==> config.mk <==
export PLATFORM = sky130hd
export DESIGN_NAME = hub75_rx_flat
export DESIGN_NICKNAME = d
export VERILOG_FILES = /design/src/rtl/hub75_pkg.sv /design/src/rtl/hub75_rx_if.sv /design/src/rtl/hub75_sync_edge.sv /design/src/rtl/hub75_rx.sv /design/src/flat_wrapper.sv
export SDC_FILE = /design/constraint.sdc
export NUM_CORES = 1
export LEC_CHECK = 0
export ABC_AREA = 1
export BUFFER_PORTS_ARGS = -buffer_cell sky130_fd_sc_hd__buf_2
export CORE_MARGIN = 2
export CORE_UTILIZATION = 25
export CTS_CLUSTER_SIZE = 20
export DETAILED_ROUTE_END_ITERATION = 12
export GPL_ROUTABILITY_DRIVEN = 0
export MAX_ROUTING_LAYER = met4
export PLACE_DENSITY_LB_ADDON = 0.05
export SLEW_MARGIN = 15
export SYNTH_ARGS = -nofsm -noshare
export SYNTH_HDL_FRONTEND = slang
export SYNTH_SLANG_ARGS = --single-unit
export TNS_END_PERCENT = 1
==> constraint.sdc <==
create_clock -name clk -period 16.84 [get_ports clk]
set_clock_uncertainty 0.1 [all_clocks]
set_input_delay 1.684 -clock clk [delete_from_list [all_inputs] [get_ports clk]]
set_output_delay 1.684 -clock clk [all_outputs]
set_load 0.02 [all_outputs]
==> src/rtl/hub75_pkg.sv <==
// hub75_pkg
// Shared HUB75 constants used by both the driver and the receive side.
//   ADDR_BITS  : width of the row address bus {E,D,C,B,A}
//   RGB_BITS   : width of the pixel bus {B2,B1,G2,G1,R2,R1}
//   *_IDX      : bit position of each colour pin inside the pixel bus
//   sat_inc8   : 8-bit increment that sticks at 255
package hub75_pkg;

    localparam int ADDR_BITS = 5;
    localparam int RGB_BITS  = 6;

    localparam int R1_IDX = 0;
    localparam int R2_IDX = 1;
    localparam int G1_IDX = 2;
    localparam int G2_IDX = 3;
    localparam int B1_IDX = 4;
    localparam int B2_IDX = 5;

    function automatic logic [7:0] sat_inc8(input logic [7:0] v);
        return (v == 8'hFF) ? v : v + 8'd1;
    endfunction

endpackage

==> src/rtl/hub75_rx_if.sv <==
// hub75_rx_if
// Bundles the HUB75 pins and the reconstructed-line / OE-measurement results.
//   master : drives the panel pins, observes the results (driver or bench)
//   slave  : samples the panel pins, produces the results (hub75_rx)
interface hub75_rx_if #(
    parameter int COLS        = 32,
    parameter int OE_CNT_BITS = 16
);

    // Panel pins
    logic                            h75_clk;
    logic                            h75_lat;
    logic                            h75_oe;
    logic [hub75_pkg::ADDR_BITS-1:0] h75_addr;
    logic [hub75_pkg::RGB_BITS-1:0]  h75_rgb;

    // Reconstructed line
    logic                            line_valid;
    logic [hub75_pkg::ADDR_BITS-1:0] line_addr;
    logic [6*COLS-1:0]               line_data;
    logic [7:0]                      line_cols;
    logic                            col_err;
    logic                            frame_start;

    // OE on-time measurement
    logic [OE_CNT_BITS-1:0]          oe_cycles;
    logic                            oe_valid;

    modport master (
        output h75_clk, h75_lat, h75_oe, h75_addr, h75_rgb,
        input  line_valid, line_addr, line_data, line_cols, col_err, frame_start,
        input  oe_cycles, oe_valid
    );

    modport slave (
        input  h75_clk, h75_lat, h75_oe, h75_addr, h75_rgb,
        output line_valid, line_addr, line_data, line_cols, col_err, frame_start,
        output oe_cycles, oe_valid
    );

endinterface

==> src/rtl/hub75_sync_edge.sv <==
// hub75_sync_edge
// Multi-flop synchronizer for asynchronous pins with optional rising-edge detect.
//   clk, rst : system clock, asynchronous active-high reset
//   din      : asynchronous input pins
//   level    : synchronized level (last synchronizer stage)
//   rise     : one-cycle pulse per bit on a synchronized 0->1 transition
//              (constant 0 when EDGE == 0)
// RST_VAL lets idle-high pins (OE) come out of reset without a false edge.
module hub75_sync_edge #(
    parameter int               WIDTH   = 1,
    parameter int               DEPTH   = 2,
    parameter logic [WIDTH-1:0] RST_VAL = '0,
    parameter bit               EDGE    = 1'b1
) (
    input  logic             clk,
    input  logic             rst,
    input  logic [WIDTH-1:0] din,
    output logic [WIDTH-1:0] level,
    output logic [WIDTH-1:0] rise
);

    logic [WIDTH-1:0] stage_q [DEPTH];
    logic [WIDTH-1:0] stage_d [DEPTH];

    always_comb begin
        stage_d[0] = din;
        for (int i = 1; i < DEPTH; i++) begin
            stage_d[i] = stage_q[i-1];
        end
    end

    always_ff @(posedge clk or posedge rst) begin
        if (rst) begin
            for (int i = 0; i < DEPTH; i++) begin
                stage_q[i] <= RST_VAL;
            end
        end else begin
            for (int i = 0; i < DEPTH; i++) begin
                stage_q[i] <= stage_d[i];
            end
        end
    end

    assign level = stage_q[DEPTH-1];

    generate
        if (EDGE) begin : g_edge
            logic [WIDTH-1:0] dly_q;
            logic [WIDTH-1:0] dly_d;

            always_comb dly_d = level;

            always_ff @(posedge clk or posedge rst) begin
                if (rst) dly_q <= RST_VAL;
                else     dly_q <= dly_d;
            end

            assign rise = level & ~dly_q;
        end else begin : g_no_edge
            assign rise = '0;
        end
    endgenerate

endmodule

==> src/rtl/hub75_rx.sv <==
// hub75_rx
// HUB75 receive side: samples the panel pins in the system clock domain and
// rebuilds each shifted line into a parallel word tagged with its row address,
// counts columns per line and measures how long OE was low per display window.
//   clk, rst          : system clock (27 MHz), asynchronous active-high reset
//   bus.h75_*         : HUB75 panel pins (asynchronous)
//   bus.line_valid    : one-cycle pulse, line_* updated this cycle
//   bus.line_addr     : row address captured at latch
//   bus.line_data     : column c at bits [6c+5:6c]
//   bus.line_cols     : shift edges seen for the line (saturates at 255)
//   bus.col_err       : line_cols != COLS
//   bus.frame_start   : pulse with line_valid when line_addr == 0
//   bus.oe_cycles     : clk cycles OE was low in the last window
//   bus.oe_valid      : one-cycle pulse, oe_cycles updated this cycle
module hub75_rx
    import hub75_pkg::*;
#(
    parameter int COLS        = 32,
    parameter int SYNC_STAGES = 2,
    parameter int OE_CNT_BITS = 16
) (
    input  logic     clk,
    input  logic     rst,
    hub75_rx_if.slave bus
);

    localparam int         LW       = RGB_BITS * COLS;
    localparam logic [7:0] COLS_CNT = 8'(COLS);

    // ---------------- synchronizers ----------------
    logic                          clk_lvl_unused, clk_rise;
    logic                          lat_lvl_unused, lat_rise;
    logic                          oe_sync, oe_rise;
    logic [ADDR_BITS+RGB_BITS-1:0] data_sync, data_rise_unused;
    logic [ADDR_BITS-1:0]          addr_sync;
    logic [RGB_BITS-1:0]           rgb_sync;

    hub75_sync_edge #(.WIDTH(1), .DEPTH(SYNC_STAGES), .RST_VAL(1'b0), .EDGE(1'b1)) u_sync_clk (
        .clk(clk), .rst(rst), .din(bus.h75_clk), .level(clk_lvl_unused), .rise(clk_rise)
    );

    hub75_sync_edge #(.WIDTH(1), .DEPTH(SYNC_STAGES), .RST_VAL(1'b0), .EDGE(1'b1)) u_sync_lat (
        .clk(clk), .rst(rst), .din(bus.h75_lat), .level(lat_lvl_unused), .rise(lat_rise)
    );

    // OE idles high (blanked), so its chain resets to 1 to avoid a false rise.
    hub75_sync_edge #(.WIDTH(1), .DEPTH(SYNC_STAGES), .RST_VAL(1'b1), .EDGE(1'b1)) u_sync_oe (
        .clk(clk), .rst(rst), .din(bus.h75_oe), .level(oe_sync), .rise(oe_rise)
    );

    hub75_sync_edge #(
        .WIDTH(ADDR_BITS + RGB_BITS), .DEPTH(SYNC_STAGES), .RST_VAL('0), .EDGE(1'b0)
    ) u_sync_data (
        .clk(clk), .rst(rst), .din({bus.h75_addr, bus.h75_rgb}),
        .level(data_sync), .rise(data_rise_unused)
    );

    assign addr_sync = data_sync[ADDR_BITS+RGB_BITS-1:RGB_BITS];
    assign rgb_sync  = data_sync[RGB_BITS-1:0];

    // ---------------- state ----------------
    logic [LW-1:0]          shreg_q, shreg_d;
    logic [7:0]             cnt_q, cnt_d;
    logic                   line_valid_q, line_valid_d;
    logic [ADDR_BITS-1:0]   line_addr_q, line_addr_d;
    logic [LW-1:0]          line_data_q, line_data_d;
    logic [7:0]             line_cols_q, line_cols_d;
    logic                   col_err_q, col_err_d;
    logic                   frame_start_q, frame_start_d;
    logic [OE_CNT_BITS-1:0] oe_cnt_q, oe_cnt_d;
    logic [OE_CNT_BITS-1:0] oe_cycles_q, oe_cycles_d;
    logic                   oe_valid_q, oe_valid_d;

    always_comb begin
        shreg_d       = shreg_q;
        cnt_d         = cnt_q;
        line_valid_d  = 1'b0;
        line_addr_d   = line_addr_q;
        line_data_d   = line_data_q;
        line_cols_d   = line_cols_q;
        col_err_d     = col_err_q;
        frame_start_d = 1'b0;

        // New pixels enter at the top so the first one ends up in column 0.
        if (clk_rise) begin
            shreg_d = {rgb_sync, shreg_q[LW-1:RGB_BITS]};
            cnt_d   = sat_inc8(cnt_q);
        end

        // Capture uses the post-shift values so a shift coinciding with the
        // latch is part of the line.
        if (lat_rise) begin
            line_valid_d  = 1'b1;
            line_data_d   = shreg_d;
            line_addr_d   = addr_sync;
            line_cols_d   = cnt_d;
            col_err_d     = (cnt_d != COLS_CNT);
            frame_start_d = (addr_sync == '0);
            cnt_d         = '0;
        end
    end

    always_comb begin
        oe_cnt_d    = oe_cnt_q;
        oe_cycles_d = oe_cycles_q;
        oe_valid_d  = 1'b0;

        if (oe_rise) begin
            oe_cycles_d = oe_cnt_q;
            oe_valid_d  = 1'b1;
            oe_cnt_d    = '0;
        end else if (!oe_sync && (oe_cnt_q != '1)) begin
            oe_cnt_d = oe_cnt_q + OE_CNT_BITS'(1);
        end
    end

    always_ff @(posedge clk or posedge rst) begin
        if (rst) begin
            shreg_q       <= '0;
            cnt_q         <= '0;
            line_valid_q  <= 1'b0;
            line_addr_q   <= '0;
            line_data_q   <= '0;
            line_cols_q   <= '0;
            col_err_q     <= 1'b0;
            frame_start_q <= 1'b0;
            oe_cnt_q      <= '0;
            oe_cycles_q   <= '0;
            oe_valid_q    <= 1'b0;
        end else begin
            shreg_q       <= shreg_d;
            cnt_q         <= cnt_d;
            line_valid_q  <= line_valid_d;
            line_addr_q   <= line_addr_d;
            line_data_q   <= line_data_d;
            line_cols_q   <= line_cols_d;
            col_err_q     <= col_err_d;
            frame_start_q <= frame_start_d;
            oe_cnt_q      <= oe_cnt_d;
            oe_cycles_q   <= oe_cycles_d;
            oe_valid_q    <= oe_valid_d;
        end
    end

    assign bus.line_valid  = line_valid_q;
    assign bus.line_addr   = line_addr_q;
    assign bus.line_data   = line_data_q;
    assign bus.line_cols   = line_cols_q;
    assign bus.col_err     = col_err_q;
    assign bus.frame_start = frame_start_q;
    assign bus.oe_cycles   = oe_cycles_q;
    assign bus.oe_valid    = oe_valid_q;

endmodule

==> src/flat_wrapper.sv <==
// flat-port wrapper written by rule: the top's interface ports become plain ports
module hub75_rx_flat import hub75_pkg::*;
#(
    parameter int COLS        = 32,
    parameter int SYNC_STAGES = 2,
    parameter int OE_CNT_BITS = 16
)
  (clk, rst, bus_h75_clk, bus_h75_lat, bus_h75_oe, bus_h75_addr, bus_h75_rgb, bus_line_valid, bus_line_addr, bus_line_data, bus_line_cols, bus_col_err, bus_frame_start, bus_oe_cycles, bus_oe_valid);
  hub75_rx_if #(.COLS(COLS), .OE_CNT_BITS(OE_CNT_BITS)) bus_i ();
  input  logic clk;
  input  logic rst;
  input wire logic [$bits(bus_i.h75_clk)-1:0] bus_h75_clk;
  input wire logic [$bits(bus_i.h75_lat)-1:0] bus_h75_lat;
  input wire logic [$bits(bus_i.h75_oe)-1:0] bus_h75_oe;
  input wire logic [$bits(bus_i.h75_addr)-1:0] bus_h75_addr;
  input wire logic [$bits(bus_i.h75_rgb)-1:0] bus_h75_rgb;
  output wire logic [$bits(bus_i.line_valid)-1:0] bus_line_valid;
  output wire logic [$bits(bus_i.line_addr)-1:0] bus_line_addr;
  output wire logic [$bits(bus_i.line_data)-1:0] bus_line_data;
  output wire logic [$bits(bus_i.line_cols)-1:0] bus_line_cols;
  output wire logic [$bits(bus_i.col_err)-1:0] bus_col_err;
  output wire logic [$bits(bus_i.frame_start)-1:0] bus_frame_start;
  output wire logic [$bits(bus_i.oe_cycles)-1:0] bus_oe_cycles;
  output wire logic [$bits(bus_i.oe_valid)-1:0] bus_oe_valid;
  assign bus_i.h75_clk = bus_h75_clk;
  assign bus_i.h75_lat = bus_h75_lat;
  assign bus_i.h75_oe = bus_h75_oe;
  assign bus_i.h75_addr = bus_h75_addr;
  assign bus_i.h75_rgb = bus_h75_rgb;
  assign bus_line_valid = bus_i.line_valid;
  assign bus_line_addr = bus_i.line_addr;
  assign bus_line_data = bus_i.line_data;
  assign bus_line_cols = bus_i.line_cols;
  assign bus_col_err = bus_i.col_err;
  assign bus_frame_start = bus_i.frame_start;
  assign bus_oe_cycles = bus_i.oe_cycles;
  assign bus_oe_valid = bus_i.oe_valid;
  hub75_rx #(.COLS(COLS), .SYNC_STAGES(SYNC_STAGES), .OE_CNT_BITS(OE_CNT_BITS)) u_core (.clk(clk), .rst(rst), .bus(bus_i));
endmodule
==> impl_metrics.toml, run 1 <==
[global_routing]
grt_start_max_net_pins = 208
grt_first_pass_wirelength_mm = 78.1
grt_pass1_vias = 13400
antenna_found_initial = 0
grt_usage_pct = 13.8
grt_overflow = 0

[clock_network]
cts-htree-levels = 2
clkSlewWorstSetupHoldPaths_ns = 0.05
cts_setup_buffers = 0
cts_hold_buf = 0
root_buffer = "clkbuf_16"
cts_max_path_buffers = 3
tritoncts = "done"
cts_buffers = 56
numClockSinks = 472
clk_latency_ns = 0.59
postCtsResizedCells = 0

[pwr]
intPower_mw = 2.07
cellPowerDensity_mw_per_mm2 = 131
swShare_pct = 26.8
p_leak_nw = 11.3
combPwrFrac_pct = 10.8
p_clk_share_pct = 43.3
total_power_mw = 2.83
p_sw_mw = 0.758
irDropWorstVdd_mv = 0.0746
seqPwrFrac_pct = 45.9

[critical_path]
worstSetupPathType = "primary input to asynchronous set/reset pin"
crit_path_max_fanout = 99
worstPathArrival_ns = 4.86
crit_family = "buffers and inverters"
cpMostUsedCell = "buf_4"
critPathMaxStageDelay_ns = 0.85
end_kind = "asynchronous set/reset pin"
critPathBufInv = 5
crit_chain = "buf_2, inv_8, buf_4, buf_4, buf_4"
cp-start-kind = "primary input"
required_ns = 17.33
cpMaxStageDelayCell = "buf_4"

[timing]
post-route-period-util_pct = 26.0
finalSetupViolCount = 0
worst_slew_pin_slew_ns = 1.06
period_needed_ns = 4.37
slew_viol_final = 0
fin_setup_tns_ns = 0
fmax_ghz = 0.229
setup_ws_ns = 12.47
rsz0062_at_grt = "false"
relSlewSlack_pct = 29.7
hold_violations = 0

[drt]
dr_total_vias = 12700
ant_nets = 0
first_pass_iters = 5
drc = 0
drt_iter0_markers = 781
routedWlPerCell_um = 15.8
vias_per_cell = 4.14
wl_mm = 48.4

[layout]
design_area_mm2 = 0.0216
multi_input_area_mm2 = 0.00491
area_growth_pct = 22.8
seqCellArea_mm2 = 0.0118
instances_no_fill = 3071
antenna_cells = 0
drive_above_1_share_pct = 16.5
nets = 2107
fillCellCount = 7322

[logic_synthesis]
yosys-top-cells-area = "dfrtp_1 67%, nand2_1 18%, o21ai_0 6.3%"
yosysTopAreaCell = "dfrtp_1"
syn_nets = 1889
synth.distinct_cells = 31
seq_area_frac_synth_pct = 67.2
ys_warn_count = 0
syn-cell-area_mm2 = 0.0176
ys_ff_latch = 472
syn-instance-count = 1871
syn_avg_cell_area_um2 = 9.40
synth_top_cell_area_share_pct = 66.7

[placed_design]
dp_hpwl_mm = 28.8
io_buffers = 240
pre_cts_ws_ns = 11.56
place_area_mm2 = 0.0197
dp_cells = 2971

[floorplanning]
design.die.area_mm2 = 0.0725
start_util_pct = 25.2
fp.dieW_um = 269
rows = 97
core_mm2 = 0.0698
ioPinCount = 241
die_h_um = 269

[flow_run]
drv_cap = 0

[min_path]
hold_class = "flop to flop"

[outcome]
status = "finished clean"
[synthesized netlist by cell type]
cell	count
nand2_1	859
nand2_2	1
nor3_1	4
o21bai_1	1
o22ai_1	5
o21ai_4	1
buf_2	26
nor3_2	1
buf_1	11
a31oi_1	3
inv_1	131
nand3b_1	2
nor2_2	1
dfrtp_1	469
a21boi_0	1
nor2_4	1
dfstp_2	3
nand4_1	6
o21ai_2	3
xor2_1	10
ha_1	2
clkbuf_1	53
nand3_1	18
inv_2	2
a21o_1	1
nor2_1	30
a21oi_1	1
nand2_4	1
o21ai_0	221
buf_6	1
o21ai_1	2
[cells in the final DEF (no fill, tap or decap), types with 2 or more instances in the layout]
master     synthesis  final
a31oi_1            3      3
buf_12             0      2
buf_2             26    240
buf_4              0      9
bufinv_16          0      3
clkbuf_1          53     15
clkbuf_16          0     57
clkbuf_8           0     19
clkinv_2           0      4
dfrtp_1          469    469
dfstp_2            3      3
ha_1               2      2
inv_1            131    130
inv_6              0      2
inv_8              0      2
nand2_1          859    858
nand2_4            1      2
nand3_1           18     18
nand3b_1           2      2
nand4_1            6      6
nor2_1            30     30
nor2_4             1      2
nor3_1             4      4
o21ai_0          221    221
o21ai_1            2      2
o21ai_2            3      3
o22ai_1            5      5
xor2_1            10     10
[per-stage QoR]
stage	hold slack [ns]	utilization, %
after floorplan	0.231	-
after global placement	0.233	28.3
after detailed placement	0.235	28.3
after CTS	0.244	30.9
after global routing	0.251	30.9
final	0.244	30.9
[per-layer routing]
layer,part of all wire [%],GRT usage [%],vias to the layer above
met5,0,-,-
met4,1.8,3.55,0
met3,4.3,2.73,69
met2,46,21.3,181
met1,48,18.6,6229
li1,-,-,6243
[cell families after synthesis]
group,Yosys count,share of synthesized area [%]
DFF,472,67.2
adders and majority gates,2,0.142
buffers and inverters,224,5.01
AOI/OAI and AO/OA,239,7.03
and+or+nand+nor,924,20.2
xor gates and xnor gates,10,0.498
[flip-flops by register name (all words and copies together), names as in the netlist, 5 cells and up]
| signal | cells |
|---|---|
| u_core.bus.line_data | 192 |
| u_core.oe_cnt_q | 16 |
| u_core.bus.line_addr | 5 |
| u_core.shreg_q | 192 |
| u_core.bus.oe_cycles | 16 |
| u_core.u_sync_data.level | 11 |
| u_core.bus.line_cols | 8 |
| u_core.cnt_q | 8 |
| u_core.u_sync_data.stage_d | 11 |
[cell type report]
cell class	instances	share of cell area, %
timing repair buffer	251	6.06
inverter	133	2.38
tap	940	5.45
clock inverter	9	0.591
sequential	472	54.7
clock buffer	91	8.08
multi-input combinational	1175	22.7
[final timing paths]
path	start	end	slack, ns	cells past startpoint
hold / removal	u_core.u_sync_data.stage_d[9]	u_core.u_sync_data.level[9]	0.24	0
setup reg to reg	u_core.u_sync_lat.level	u_core.bus.line_cols[6]	14.34	5
setup / recovery	rst	u_core.bus.line_data[174]	12.47	5
min in group asynchronous	rst	u_core.bus.line_data[56]	1.11	2
hold reg to reg	u_core.u_sync_data.stage_d[9]	u_core.u_sync_data.level[9]	0.24	0
max in group clk	u_core.bus.line_cols[0]	bus_line_cols[0]	13.83	1
[power groups by stage]
stage          Combinational [mW]  Clock [mW]  Sequential, mW
3_5_place_dp                0.314           0            1.32
4_1_cts                     0.316        1.27            1.30
3_3_place_gp                0.313           0            1.32
2_1_floorplan               0.137           0            1.37
6_report                    0.304        1.22            1.30
5_1_grt                     0.347        1.32            1.31
Power figures use the tool's default switching activity.
==> inputs of run 2 (changes only) <==
- ABC_AREA: 1 -> 0
- clock period: 16.84 -> 3.75 ns (I/O delays scaled with it)
==> run 2 against run 1 <==
Net effect: synthesized cell count down 18%; first-iteration DRC count decreased by 44%; sequential share of layout area is 1.2 points lower; sequential power grew to 5.0 times the previous value; final cell count decreased by 9.4%; via count fell by 9.6%; clock power rose to 4.5 times the previous value; synthesized area grew 0.46%; critical endpoint is now u_core.oe_cnt_q[5]; largest power group unchanged.
==> impl_metrics.toml, run 2 <==
[min_path]
hold_class = "primary input to asynchronous set/reset pin"

[drt]
routedWlPerCell_um = 16.4
ant_nets = 0
dr_total_vias = 11500
drt_iter0_markers = 435
route.met3.wl_mm = 2.64
first_pass_iters = 6
maxUsedRoutingLayer = "met4"
drc = 0
dr_wl_met2_mm = 21.7
vias_per_cell = 4.13
wl_met1_mm = 20.5
wl_mm = 45.7

[clock_network]
numClockSinks = 472
cts_max_path_buffers = 3
cts_hold_buf = 15
tritoncts = "done"
clk_latency_ns = 0.61
postCtsResizedCells = 0
root_buffer = "clkbuf_16"
clkSlewWorstSetupHoldPaths_ns = 0.06
cts-htree-levels = 2
cts_setup_buffers = 0
cts_buffers = 56

[logic_synthesis]
ys.flop_type = "dfrtp_1"
syn_nets = 1555
async_reset_ff_share_pct = 100
yosys-top-cells-area = "dfrtp_1 66%, nand2_1 14%, mux2_1 12%"
yosysTopAreaCell = "dfrtp_1"
synth_edf_count = 0
synthTopCellsByCount = "651 x nand2_1, 469 x dfrtp_1, 190 x mux2_1"
ys_ff_latch = 472
syn-instance-count = 1537
synth_top_cell_area_share_pct = 66.4
ys_warn_count = 0
syn_avg_cell_area_um2 = 11.5
syn-cell-area_mm2 = 0.0177
synth_most_common_cell = "nand2_1"
seq_area_frac_synth_pct = 66.9
synth.distinct_cells = 47

[floorplanning]
core_mm2 = 0.0700
design.die.area_mm2 = 0.0728
start_util_pct = 25.2
die_h_um = 270
rows = 97
ioPinCount = 241
fp.dieW_um = 270

[outcome]
status = "finished clean"

[critical_path]
reg2regPathDepth = 6
worstPathArrival_ns = 2.84
worstSetupPathType = "flop to flop"
end_kind = "flop"
crit_path_max_fanout = 6
cpMaxStageDelayCell = "nor4_1"
cp-start-kind = "flop"
critPathMaxStageDelay_ns = 0.89
crit_chain = "ha_1, nand4_1, nor4_1, buf_4, or4_1, o211ai_1"
required_ns = 4.12

[pwr]
total_power_mw = 14.2
cellPowerDensity_mw_per_mm2 = 645
irDropWorstVdd_mv = 0.321
p_leak_nw = 11.8

[timing]
setup_ws_ns = 1.28
finalSetupViolCount = 0
relSlewSlack_pct = 33.6
worst_slew_pin_slew_ns = 0.987
period_needed_ns = 2.47
hold_violations = 0
post-route-period-util_pct = 66.0
slew_viol_final = 0
rsz0062_at_grt = "false"
fmax_ghz = 0.404

[placed_design]
dp_hpwl_mm = 28.5
io_buffers = 240
pre_cts_ws_ns = 1.29

[global_routing]
grt_first_pass_wirelength_mm = 74.0
antenna_found_initial = 0
grt_start_max_net_pins = 119
grt_usage_pct = 13.1
grt_pass1_vias = 12600
grt_overflow = 0

[layout]
multi_input_area_mm2 = 0.00551
area_growth_pct = 25.0
final_common_cell = "nand2_1"
fillCellCount = 7278
drive_above_1_share_pct = 19.7
nets = 1813
final_cell_mix = "651 x nand2_1, 469 x dfrtp_1, 240 x buf_2"
seqCellArea_mm2 = 0.0118

[flow_run]
drv_cap = 0
[run 2: cell count changes in the layout (fill, tap and decap cells not counted), moves of 8 or more]
cell | before | now
buf_12 | 2 | 11
inv_1 | 130 | 6
o21ai_0 | 221 | 8
dlygate4sd3_1 | 0 | 15
xor2_1 | 10 | 0
mux2_1 | 0 | 190
nand2_1 | 858 | 651
o211ai_1 | 0 | 8
nor2_1 | 30 | 14
[run 2: critical path, delay by kind of cell, from the launching register on]
| family | cells | cell delay, ns |
|---|---|---|
| buffers and inverters | 1 | 0.28 |
| adders and majority gates | 1 | 0.26 |
| and+or+nand+nor | 3 | 1.22 |
| AOI/OAI and AO/OA | 1 | 0.07 |
| DFF | 1 | 0.40 |
[run 2: layer usage]
| layer | vias up | global-route usage (%) |
|---|---|---|
| met4 | 0 | 3.17 |
| met3 | 68 | 3.79 |
| met5 | - | - |
| met2 | 181 | 21.0 |
| li1 | 5539 | - |
| met1 | 5711 | 16.4 |
[run 2: per-stage QoR]
step                instances  hold slack, ns  utilization, %  TNS (ns)  instance area [µm²]
global route             2781           0.169            31.5         0                22100
CTS                      2781           0.142            31.5         0                22100
global placement         2662           0.236            28.6         0                20100
finish                   2782           0.172            31.5         0                22100
detailed placement       2662           0.235            28.6         0                20100
floorplan                1537           0.231               -  -1465.13                17700
[run 2: where the power goes]
group | leakage [nW] | internal (mW) | switching, mW | total (mW)
Sequential | 6.24 | 5.98 | 0.529 | 6.51
Combinational | 4.65 | 0.771 | 1.44 | 2.21
Clock | 0.936 | 3.34 | 2.18 | 5.52
[run 2: cells by family (layout without fill, tap and decap cells)]
family                   count (synthesis)  count (layout)  share of synthesized area [%]
AO/OA/AOI/OAI                           54              54                           2.09
XOR/XNOR                                 3               3                          0.149
adder cells (fa/ha/maj)                  2               2                          0.142
buffers and inverters                   87             391                           2.05
flip-flops                             472             472                           66.9
multiplexers                           198             198                           12.6
other                                    0               1                              0
AND/OR/NAND/NOR                        721             721                           16.1
[run 2: area by class of cell]
class | count | share of cell area [%]
Sequential cell | 472 | 53.5
Multi-Input combinational cell | 978 | 24.9
Clock buffer | 90 | 7.83
Timing Repair Buffer | 278 | 7.52
Tap cell | 940 | 5.32
Clock inverter | 14 | 0.691
Inverter | 9 | 0.204
Antenna cell | 1 | 0.0113
[run 2: final timing paths]
path | start | endpoint | slack (ns)
max in group asynchronous | rst | u_core.oe_cnt_q[13] | 2.37
worst max register to register | u_core.oe_cnt_q[0] | u_core.oe_cnt_q[5] | 1.28
min in group clk | u_core.u_sync_data.stage_d[5] | u_core.u_sync_data.level[5] | 0.24
worst min-delay path | rst | u_core.shreg_q[187] | 0.17
worst min register to register | u_core.u_sync_data.stage_d[5] | u_core.u_sync_data.level[5] | 0.24
worst max-delay path | u_core.oe_cnt_q[0] | u_core.oe_cnt_q[5] | 1.28
